## src/rtl/pipe_pkg.sv

```systemverilog
// Shared constants for the pipeline front-end registers.
package pipe_pkg;

    localparam logic [31:0] NOP_INSTR        = 32'h0000_0000;
    localparam logic [31:0] RESET_PC_DEFAULT = 32'h0000_0000;

    // Control word layout: {RegWrite, MemRd, MemWr, ALUSrc, ALUOp[3:0]}
    localparam int CTRL_W        = 8;
    localparam int CTRL_REGWRITE = 7;
    localparam int CTRL_MEMRD    = 6;
    localparam int CTRL_MEMWR    = 5;
    localparam int CTRL_ALUSRC   = 4;
    localparam int CTRL_ALUOP    = 0;   // LSB of the 4-bit ALUOp field
    localparam int CTRL_ALUOP_W  = 4;

endpackage

```

## src/rtl/pipe_front_regs_if.sv

```systemverilog
// Bundle of hazard-control, ID-stage and front-end register signals.
interface pipe_front_regs_if #(
    parameter int CNT_W = 32
);
    import pipe_pkg::*;

    // hazard unit / fetch / decode side
    logic              PCWre;
    logic              IFID_Stall;
    logic              IDEX_Flush;
    logic              Redirect;
    logic [31:0]       RedirectPC;
    logic [31:0]       Instr_IF;
    logic [CTRL_W-1:0] Ctrl_ID;
    logic [4:0]        RsAddr_ID;
    logic [4:0]        RtAddr_ID;
    logic [4:0]        RegWriteAddr_ID;
    logic [31:0]       RsData_ID;
    logic [31:0]       RtData_ID;
    logic [31:0]       Imm_ID;

    // register outputs
    logic [31:0]       PC;
    logic [31:0]       Instr_IFID;
    logic [31:0]       PC4_IFID;
    logic              Valid_IFID;
    logic [CTRL_W-1:0] Ctrl_IDEX;
    logic [4:0]        RsAddr_IDEX;
    logic [4:0]        RtAddr_IDEX;
    logic [4:0]        RegWriteAddr_IDEX;
    logic [31:0]       RsData_IDEX;
    logic [31:0]       RtData_IDEX;
    logic [31:0]       Imm_IDEX;
    logic              Valid_IDEX;
    logic [CNT_W-1:0]  StallCnt;
    logic [CNT_W-1:0]  FlushCnt;
    logic              ProtoErr;

    modport master (
        output PCWre, IFID_Stall, IDEX_Flush, Redirect, RedirectPC, Instr_IF,
               Ctrl_ID, RsAddr_ID, RtAddr_ID, RegWriteAddr_ID,
               RsData_ID, RtData_ID, Imm_ID,
        input  PC, Instr_IFID, PC4_IFID, Valid_IFID, Ctrl_IDEX, RsAddr_IDEX,
               RtAddr_IDEX, RegWriteAddr_IDEX, RsData_IDEX, RtData_IDEX,
               Imm_IDEX, Valid_IDEX, StallCnt, FlushCnt, ProtoErr
    );

    modport slave (
        input  PCWre, IFID_Stall, IDEX_Flush, Redirect, RedirectPC, Instr_IF,
               Ctrl_ID, RsAddr_ID, RtAddr_ID, RegWriteAddr_ID,
               RsData_ID, RtData_ID, Imm_ID,
        output PC, Instr_IFID, PC4_IFID, Valid_IFID, Ctrl_IDEX, RsAddr_IDEX,
               RtAddr_IDEX, RegWriteAddr_IDEX, RsData_IDEX, RtData_IDEX,
               Imm_IDEX, Valid_IDEX, StallCnt, FlushCnt, ProtoErr
    );

endinterface

```

## src/rtl/pipe_reg.sv

```systemverilog
// Generic pipeline register: clear beats enable, both reload zeros.
module pipe_reg #(
    parameter int W = 32
) (
    input  logic         CLK,
    input  logic         Reset,
    input  logic         en,
    input  logic         clr,
    input  logic [W-1:0] d,
    output logic [W-1:0] q
);

    // Async reset to zero; synchronous clear has priority over load.
    always_ff @(posedge CLK or posedge Reset) begin
        if (Reset) begin
            q <= '0;
        end else if (clr) begin
            q <= '0;
        end else if (en) begin
            q <= d;
        end
    end

endmodule

```

## src/rtl/pipe_front_regs.sv

```systemverilog
// PC, IF/ID and ID/EX registers driven by hazard-unit controls,
// with saturating stall/squash counters and a sticky protocol-error flag.
module pipe_front_regs
    import pipe_pkg::*;
#(
    parameter logic [31:0] RESET_PC   = RESET_PC_DEFAULT,
    parameter bit          DELAY_SLOT = 1'b0,
    parameter int          CNT_W      = 32
) (
    input logic              CLK,
    input logic              Reset,
    pipe_front_regs_if.slave bus
);

    localparam int IFID_W = 32 + 32 + 1;
    localparam int IDEX_W = CTRL_W + 5 + 5 + 5 + 32 + 32 + 32 + 1;

    logic [31:0]       pc;
    logic [31:0]       pc_plus4;
    logic              squash;
    logic              ifid_en;
    logic              ifid_clr;
    logic              idex_clr;
    logic              proto_bad;
    logic [IFID_W-1:0] ifid_d;
    logic [IFID_W-1:0] ifid_q;
    logic [IDEX_W-1:0] idex_d;
    logic [IDEX_W-1:0] idex_q;
    logic [CNT_W-1:0]  stall_cnt;
    logic [CNT_W-1:0]  flush_cnt;
    logic              proto_err;

    assign pc_plus4 = pc + 32'd4;

    // A redirect only squashes when the PC actually takes it and there is no delay slot.
    assign squash   = bus.Redirect && bus.PCWre && (DELAY_SLOT == 1'b0);

    // A stalled IF/ID must hold, so the squash clear is gated by the stall.
    assign ifid_en  = !bus.IFID_Stall;
    assign ifid_clr = !bus.IFID_Stall && squash;
    assign ifid_d   = {bus.Instr_IF, pc_plus4, 1'b1};

    // ID/EX is never held: it loads or takes an all-zero bubble every cycle.
    assign idex_clr = bus.IDEX_Flush || !bus.Valid_IFID;
    assign idex_d   = {bus.Ctrl_ID, bus.RsAddr_ID, bus.RtAddr_ID, bus.RegWriteAddr_ID,
                       bus.RsData_ID, bus.RtData_ID, bus.Imm_ID, 1'b1};

    // PC advancing must coincide with IF/ID advancing; a hold without a flush duplicates an instruction.
    assign proto_bad = (bus.PCWre == bus.IFID_Stall) || (bus.IFID_Stall && !bus.IDEX_Flush);

    pipe_reg #(.W(IFID_W)) u_ifid (
        .CLK   (CLK),
        .Reset (Reset),
        .en    (ifid_en),
        .clr   (ifid_clr),
        .d     (ifid_d),
        .q     (ifid_q)
    );

    pipe_reg #(.W(IDEX_W)) u_idex (
        .CLK   (CLK),
        .Reset (Reset),
        .en    (1'b1),
        .clr   (idex_clr),
        .d     (idex_d),
        .q     (idex_q)
    );

    // Program counter: hold, redirect or sequential advance (wraps mod 2^32).
    always_ff @(posedge CLK or posedge Reset) begin
        if (Reset) begin
            pc <= RESET_PC;
        end else if (bus.PCWre) begin
            pc <= bus.Redirect ? bus.RedirectPC : pc_plus4;
        end
    end

    // Saturating performance counters for stall cycles and IF/ID squashes.
    always_ff @(posedge CLK or posedge Reset) begin
        if (Reset) begin
            stall_cnt <= '0;
            flush_cnt <= '0;
        end else begin
            if (!bus.PCWre && (stall_cnt != '1)) begin
                stall_cnt <= stall_cnt + CNT_W'(1);
            end
            if (ifid_clr && (flush_cnt != '1)) begin
                flush_cnt <= flush_cnt + CNT_W'(1);
            end
        end
    end

    // Sticky protocol-error flag, cleared only by reset.
    always_ff @(posedge CLK or posedge Reset) begin
        if (Reset) begin
            proto_err <= 1'b0;
        end else if (proto_bad) begin
            proto_err <= 1'b1;
        end
    end

    assign bus.PC = pc;
    assign {bus.Instr_IFID, bus.PC4_IFID, bus.Valid_IFID} = ifid_q;
    assign {bus.Ctrl_IDEX, bus.RsAddr_IDEX, bus.RtAddr_IDEX, bus.RegWriteAddr_IDEX,
            bus.RsData_IDEX, bus.RtData_IDEX, bus.Imm_IDEX, bus.Valid_IDEX} = idex_q;
    assign bus.StallCnt = stall_cnt;
    assign bus.FlushCnt = flush_cnt;
    assign bus.ProtoErr = proto_err;

endmodule

```

## src/flat_wrapper.sv

```systemverilog
// flat-port wrapper written by rule: the top's interface ports become plain ports
module pipe_front_regs_flat import pipe_pkg::*;
#(
    parameter logic [31:0] RESET_PC   = RESET_PC_DEFAULT,
    parameter bit          DELAY_SLOT = 1'b0,
    parameter int          CNT_W      = 32
)
  (CLK, Reset, bus_PCWre, bus_IFID_Stall, bus_IDEX_Flush, bus_Redirect, bus_RedirectPC, bus_Instr_IF, bus_Ctrl_ID, bus_RsAddr_ID, bus_RtAddr_ID, bus_RegWriteAddr_ID, bus_RsData_ID, bus_RtData_ID, bus_Imm_ID, bus_PC, bus_Instr_IFID, bus_PC4_IFID, bus_Valid_IFID, bus_Ctrl_IDEX, bus_RsAddr_IDEX, bus_RtAddr_IDEX, bus_RegWriteAddr_IDEX, bus_RsData_IDEX, bus_RtData_IDEX, bus_Imm_IDEX, bus_Valid_IDEX, bus_StallCnt, bus_FlushCnt, bus_ProtoErr);
  pipe_front_regs_if #(.CNT_W(CNT_W)) bus_i ();
  input logic CLK;
  input logic Reset;
  input wire logic [$bits(bus_i.PCWre)-1:0] bus_PCWre;
  input wire logic [$bits(bus_i.IFID_Stall)-1:0] bus_IFID_Stall;
  input wire logic [$bits(bus_i.IDEX_Flush)-1:0] bus_IDEX_Flush;
  input wire logic [$bits(bus_i.Redirect)-1:0] bus_Redirect;
  input wire logic [$bits(bus_i.RedirectPC)-1:0] bus_RedirectPC;
  input wire logic [$bits(bus_i.Instr_IF)-1:0] bus_Instr_IF;
  input wire logic [$bits(bus_i.Ctrl_ID)-1:0] bus_Ctrl_ID;
  input wire logic [$bits(bus_i.RsAddr_ID)-1:0] bus_RsAddr_ID;
  input wire logic [$bits(bus_i.RtAddr_ID)-1:0] bus_RtAddr_ID;
  input wire logic [$bits(bus_i.RegWriteAddr_ID)-1:0] bus_RegWriteAddr_ID;
  input wire logic [$bits(bus_i.RsData_ID)-1:0] bus_RsData_ID;
  input wire logic [$bits(bus_i.RtData_ID)-1:0] bus_RtData_ID;
  input wire logic [$bits(bus_i.Imm_ID)-1:0] bus_Imm_ID;
  output wire logic [$bits(bus_i.PC)-1:0] bus_PC;
  output wire logic [$bits(bus_i.Instr_IFID)-1:0] bus_Instr_IFID;
  output wire logic [$bits(bus_i.PC4_IFID)-1:0] bus_PC4_IFID;
  output wire logic [$bits(bus_i.Valid_IFID)-1:0] bus_Valid_IFID;
  output wire logic [$bits(bus_i.Ctrl_IDEX)-1:0] bus_Ctrl_IDEX;
  output wire logic [$bits(bus_i.RsAddr_IDEX)-1:0] bus_RsAddr_IDEX;
  output wire logic [$bits(bus_i.RtAddr_IDEX)-1:0] bus_RtAddr_IDEX;
  output wire logic [$bits(bus_i.RegWriteAddr_IDEX)-1:0] bus_RegWriteAddr_IDEX;
  output wire logic [$bits(bus_i.RsData_IDEX)-1:0] bus_RsData_IDEX;
  output wire logic [$bits(bus_i.RtData_IDEX)-1:0] bus_RtData_IDEX;
  output wire logic [$bits(bus_i.Imm_IDEX)-1:0] bus_Imm_IDEX;
  output wire logic [$bits(bus_i.Valid_IDEX)-1:0] bus_Valid_IDEX;
  output wire logic [$bits(bus_i.StallCnt)-1:0] bus_StallCnt;
  output wire logic [$bits(bus_i.FlushCnt)-1:0] bus_FlushCnt;
  output wire logic [$bits(bus_i.ProtoErr)-1:0] bus_ProtoErr;
  assign bus_i.PCWre = bus_PCWre;
  assign bus_i.IFID_Stall = bus_IFID_Stall;
  assign bus_i.IDEX_Flush = bus_IDEX_Flush;
  assign bus_i.Redirect = bus_Redirect;
  assign bus_i.RedirectPC = bus_RedirectPC;
  assign bus_i.Instr_IF = bus_Instr_IF;
  assign bus_i.Ctrl_ID = bus_Ctrl_ID;
  assign bus_i.RsAddr_ID = bus_RsAddr_ID;
  assign bus_i.RtAddr_ID = bus_RtAddr_ID;
  assign bus_i.RegWriteAddr_ID = bus_RegWriteAddr_ID;
  assign bus_i.RsData_ID = bus_RsData_ID;
  assign bus_i.RtData_ID = bus_RtData_ID;
  assign bus_i.Imm_ID = bus_Imm_ID;
  assign bus_PC = bus_i.PC;
  assign bus_Instr_IFID = bus_i.Instr_IFID;
  assign bus_PC4_IFID = bus_i.PC4_IFID;
  assign bus_Valid_IFID = bus_i.Valid_IFID;
  assign bus_Ctrl_IDEX = bus_i.Ctrl_IDEX;
  assign bus_RsAddr_IDEX = bus_i.RsAddr_IDEX;
  assign bus_RtAddr_IDEX = bus_i.RtAddr_IDEX;
  assign bus_RegWriteAddr_IDEX = bus_i.RegWriteAddr_IDEX;
  assign bus_RsData_IDEX = bus_i.RsData_IDEX;
  assign bus_RtData_IDEX = bus_i.RtData_IDEX;
  assign bus_Imm_IDEX = bus_i.Imm_IDEX;
  assign bus_Valid_IDEX = bus_i.Valid_IDEX;
  assign bus_StallCnt = bus_i.StallCnt;
  assign bus_FlushCnt = bus_i.FlushCnt;
  assign bus_ProtoErr = bus_i.ProtoErr;
  pipe_front_regs #(.RESET_PC(RESET_PC), .DELAY_SLOT(DELAY_SLOT), .CNT_W(CNT_W)) u_core (.CLK(CLK), .Reset(Reset), .bus(bus_i));
endmodule
```

## config.mk

```make
export PLATFORM = sky130hd
export DESIGN_NAME = pipe_front_regs_flat
export DESIGN_NICKNAME = d
export VERILOG_FILES = /design/src/rtl/pipe_pkg.sv /design/src/rtl/pipe_front_regs_if.sv /design/src/rtl/pipe_reg.sv /design/src/rtl/pipe_front_regs.sv /design/src/flat_wrapper.sv
export SDC_FILE = /design/constraint.sdc
export NUM_CORES = 1
export LEC_CHECK = 0
export BUFFER_PORTS_ARGS = -buffer_cell sky130_fd_sc_hd__buf_4
export CORE_AREA = 8 8 178 180
export DETAILED_ROUTE_END_ITERATION = 6
export DIE_AREA = 0 0 186 188
export HOLD_SLACK_MARGIN = 0.08
export PLACE_DENSITY_LB_ADDON = 0.12
export SETUP_SLACK_MARGIN = 0.3
export SYNTH_ARGS = -nofsm -noshare
export SYNTH_HDL_FRONTEND = slang
export SYNTH_SLANG_ARGS = --single-unit
```

## constraint.sdc

```tcl
create_clock -name CLK -period 20.7 [get_ports CLK]
set_clock_uncertainty 0.2 [all_clocks]
set_input_delay 3.105 -clock CLK [delete_from_list [all_inputs] [get_ports CLK]]
set_output_delay 3.105 -clock CLK [all_outputs]
set_load 0.1 [all_outputs]
```

# Word level (Yosys, flattened, before mapping)
# Index checks and enable logic that the tools add are counted.
# classes
addsub	3
mul	0
div_mod_pow	0
magnitude_cmp	0
n_eq_ne	4
shifts	0
muxes	4
bitwise	0
reduce_logical	11
# op_table
op	count
$mux W65	2
$mux W120	1
$add A32 B1 Y32 const B	2
$ne A32 B32 Y1 const B	2
$add A32 B3 Y32 const B	1
$mux W32	1
$logic_and A1 B1 Y1	5
$logic_not A1 Y1	4
$logic_or A1 B1 Y1	2
$ne A2 B1 Y1 const B	1
$eq A1 B1 Y1	1
# totals
regBits	282
latch_bits	0
ramBits	0
rom_bits	0
inputBits	189
output_inout_bits	282
wordCells	28
mem_count	0

# Depth between registers and ports, before layout
# logic_depth
depth_word	3
ltp_mapped	9
depth_no_buf	6

# Modules after synthesis
# Synthesis repeated with hierarchy kept, for this count alone.
# hier_totals
hier_cells	1171
area_unflattened_um2	13122.6
# modules_own_cells
module	n_inst	cells_each	area_per_inst_um2	seq_area_each_um2
pipe_front_regs	1	573	5500.3	2427.3
pipe_reg at u_core.u_idex	1	388	4951.0	3002.9
pipe_reg at u_core.u_ifid	1	210	2671.3	1626.6

# Worst setup path before layout
# Ideal clock, no wire load.
# synth_timing
kind	input -> register
startpoint	input port bus_Redirect
endpoint	register u_core.flush_cnt[28] (netlist: u_core.bus.FlushCnt[28])
setup_ns	0.163
arrival_ns	4.592
t_required_ns	20.337
slack_ns	15.745
stages	9
path_cell_list	buf_4 -> and2_4 -> buf_6 -> nand2b_2 -> buf_6 -> or4_1 -> buf_6 -> nor4b_4 -> xor2_1
# synth_via
elab_chain_len	3
# synth_rtl
element	line_no	rtl
start, declared	flat_wrapper.sv:15	input wire logic [$bits(bus_i.Redirect)-1:0] bus_Redirect;
$logic_and A1 B1 Y1	pipe_front_regs.sv:36	assign squash = bus.Redirect && bus.PCWre && (DELAY_SLOT == 1'b0);
$logic_and A1 B1 Y1	pipe_front_regs.sv:40	assign ifid_clr = !bus.IFID_Stall && squash;
$logic_and A1 B1 Y1	pipe_front_regs.sv:87	if (ifid_clr && (flush_cnt != '1)) begin
end signal, assigned	pipe_front_regs.sv:88	flush_cnt <= flush_cnt + CNT_W'(1);
end, declared	pipe_front_regs.sv:30	logic [CNT_W-1:0] flush_cnt;
# Every way passes these cells.
# A chain may end at the register's enable or synchronous reset.

# Worst setup path after layout
# layout_timing
startpoint	input port bus_PCWre
endpoint	register u_core.flush_cnt[23] (netlist: u_core.bus.FlushCnt[23])
# layout_via
elab_chain_len	3
# layout_rtl
element	line_no	rtl
start, declared	flat_wrapper.sv:12	input wire logic [$bits(bus_i.PCWre)-1:0] bus_PCWre;
$logic_and A1 B1 Y1	pipe_front_regs.sv:36	
$logic_and A1 B1 Y1	pipe_front_regs.sv:40	
$logic_and A1 B1 Y1	pipe_front_regs.sv:87	
# Every way passes these cells.

==> run_results.csv <==
group,metric,value,unit
logic_synthesis,synth_area,0.0116,mm²
logic_synthesis,muxShareOfSynthArea,2.43,%
worst_setup_path,cp_top_family,"simple AND/OR/NAND/NOR gates",
final_layout,layout_common_cells,"buf_4, dfrtp_1, nand2_1",
logic_synthesis,synth_area_leaders,"dfrtp_1, and2_1, nand2_1",
clock_network,postCtsSetupBuffers,0,
global_route,grt_max_degree,134,
route,wl,38.4,mm
sta,hold_violations,0,
placement,dpl.hpwl,28.8,mm
sta,setup_tns,0,ns
clock_network,clock-root-buffer,"clkbuf_16",
logic_synthesis,synth_compound_area_share,6.65,%
power_and_ir_drop,finalPower,1820,µW
worst_setup_path,worst-path-buf-inv,2,
placement,port_buffers,470,
power_and_ir_drop,pwr-share-comb,34.3,%
sta,rsz0062_at_grt,"no",
route,firstDrtPassIters,4,
worst_setup_path,critical_path.max_stage_delay,0.56,ns
global_route,grt_pass1_wl,57.5,mm
route,detailedRoute.firstIterationViolations,602,
final_layout,fill_cells,2595,
die,die_h,188,µm
worst_setup_path,required,20.97,ns
sta,slew_viol_final,0,
die,pin_count,471,
logic_synthesis,yosys.area_share.adder,0.322,%
sta,max_slew_margin,28.9,%
power_and_ir_drop,p_int,1060,µW
worst_setup_path,crit_fanout,65,
clock_network,cts_resized,0,
logic_synthesis,synth-xor-area-share,6.47,%
logic_synthesis,synth_cells,1060,
clock_network,cts_hold_buf,0,
global_route,track_usage,21.3,%
worst_setup_path,crit_chain,"buf_4, nand2_2, buf_4, nor3_1, nand4_1, nor4_1, xor2_1",
logic_synthesis,synthDominantCellAreaShare,60.6,%
clock_network,clkLatencyLatePin,0.55,ns
route,drt-vias-per-instance,4.87,
sta,setup_viol,0,
sta,fin_crit_sh,26.4,%
route,wire_per_inst,20.0,µm
logic_synthesis,synth_nets,1252,
worst_setup_path,end_kind,"register",
clock_network,clock_path_buffers,3,
die,die_x,186,µm
power_and_ir_drop,p_sw_share,42.0,%
worst_setup_path,critPathSlowestCell,"nand2_2",
worst_setup_path,critPathLaunchType,"primary input",
clock_network,htreeDepth,1,
logic_synthesis,synth_edf_count,0,
sta,tightest_slew,1.06,ns
job,maxCapViolCount,0,
power_and_ir_drop,power.share.sequential,36.1,%
power_and_ir_drop,p_leak,0.00812,µW
final_layout,antenna_cells_inserted,0,
final_layout,nNetsFinal,1695,
final_layout,finish.utilization,56.6,%
logic_synthesis,synth_flop_cell,"dfrtp_1",
final_layout,final_common_cell,"buf_4",
global_route,grt_pass1_vias,9583,
power_and_ir_drop,power_switching,765,µW
clock_network,cts.sinks,282,
route,route.detailed.drc,0,
sta,fmax,183,MHz
global_route,overflow,0,
placement,gp_congestion,0.821,
route,antenna_left,0,
power_and_ir_drop,powerDensity,111,mW/mm²
die,fp.coreArea,0.0290,mm²
final_layout,multi_input_area,0.00427,mm²
power_and_ir_drop,peakVddDrop,0.0681,mV
final_layout,drive_gt1_share,35.8,%
die,start_util,40.1,%
power_and_ir_drop,p_clk_share,29.6,%
die,rows,63,
min_path,min_path_type,"reg -> reg",
logic_synthesis,yosysSeqAreaShare,60.6,%
logic_synthesis,synth_area_per_cell,11.0,µm²
logic_synthesis,yosysUniqueCellTypes,52,
die,dieArea,0.0350,mm²
clock_network,cts_made_buffers,31,
worst_setup_path,reg2reg_slack,18.00,ns
global_route,antenna_found_initial,0,
logic_synthesis,synthArstFlopShare,100,%
final_layout,syn2layout_area_growth,41.2,%
final_layout,seqCellArea,0.00706,mm²
route,num_vias,9330,
clock_network,cts.clk_slew.worst_paths,0.06,ns
worst_setup_path,critPathArrivalTime,5.74,ns
logic_synthesis,yosys_warnings,0,
logic_synthesis,ys_ff_latch,282,
logic_synthesis,yosysTopAreaCell,"dfrtp_1",
clock_network,cts_tree,"yes",
logic_synthesis,yosys.area_share.simple,20.7,%
logic_synthesis,synth_top_family_by_area,"simple AND/OR/NAND/NOR gates",
worst_setup_path,crit_top_cell,"buf_4",
outcome,status,"finished, final reports clean",
worst_setup_path,worstSetupPathType,"in -> reg",
sta,period_needed,5.47,ns
-- tightest hold or removal path: stages, from the launching register on --
cell and delay [ns]:
dfrtp_1 0.34, nand2_1 0.04, o21ai_0 0.06
-- routing by layer --
layer	global-route usage (%)	part of all wire (%)	vias to the layer above
met3	7.14	9.7	55
met5	0	0	-
met2	37.2	50	348
met1	24.4	37	4445
li1	-	-	4482
met4	5.83	2.6	0
-- cell type report --
cell class,instances,area share [%]
sequential,282,42.9
clock buffer,47,5.70
tap,390,2.97
timing repair buffer,475,21.7
multi-input combinational,702,26.0
inverter,11,0.297
clock inverter,9,0.426
-- Yosys cell counts (8+ instances only) --
cell / number
clkbuf_1: 43
o21ai_0: 55
buf_2: 8
o31ai_1: 12
o22ai_1: 27
dfrtp_1: 282
nor2_1: 23
nor4_1: 13
nand3_1: 39
a21oi_1: 35
nand4_1: 28
mux2i_1: 26
and2_1: 123
nand2_1: 153
nor3_1: 25
inv_1: 10
and4_1: 8
xnor2_1: 49
xor2_1: 37
-- flip-flops by register name, summed over array words and instances, names as in the netlist --
name                 count
u_core.u_idex.q        120
u_core.u_ifid.q         65
u_core.bus.ProtoErr      1
u_core.bus.PC           32
u_core.bus.FlushCnt     32
u_core.bus.StallCnt     32
-- logic make-up (layout without fill, tap and decap cells) --
family / Yosys count / in the layout
AOI/OAI and AO/OA: 138 / 138
xor gates and xnor gates: 86 / 86
adders and majority gates: 3 / 3
buffers and inverters: 76 / 542
DFF: 282 / 282
muxes: 28 / 28
and+or+nand+nor: 447 / 447
-- worst paths after layout --
path                                                     startpoint                                   to  depth (start not counted)
worst min-delay path                u_core.u_ifid.q[57]$_DFFE_PP0P_      u_core.u_ifid.q[57]$_DFFE_PP0P_                          2
min in group asynchronous                                     Reset        u_core.u_idex.q[87]$_DFF_PP0_                          2
worst max register to register  u_core.bus.FlushCnt[17]$_DFFE_PP0P_   u_core.bus.FlushCnt[1]$_DFFE_PP0P_                          5
worst max-delay path                                      bus_PCWre  u_core.bus.FlushCnt[23]$_DFFE_PP0P_                          7
max in group asynchronous                                     Reset  u_core.bus.FlushCnt[16]$_DFFE_PP0P_                          3
worst min register to register      u_core.u_ifid.q[57]$_DFFE_PP0P_      u_core.u_ifid.q[57]$_DFFE_PP0P_                          2
-- power groups by stage --
stage,registers (µW),clock network [µW],logic [µW]
final,658,539,624
after detailed placement,668,0,631
after global routing,666,576,649
after global placement,667,0,628
after CTS,659,556,631
after floorplan,1030,0,96.4
-- per-stage QoR --
stage | cells | worst slack (ns) | hold WS (ns) | area [µm²]
3_3_place_gp | 1860 | 14.68 | 0.257 | 15400
3_5_place_dp | 1860 | 14.62 | 0.272 | 15400
2_1_floorplan | 1060 | 9.62 | 0.761 | 11600
6_report | 1916 | 15.23 | 0.277 | 16400
5_1_grt | 1916 | 15.01 | 0.295 | 16400
4_1_cts | 1916 | 15.21 | 0.285 | 16400
No activity file was read; power rests on OpenSTA's default activity.
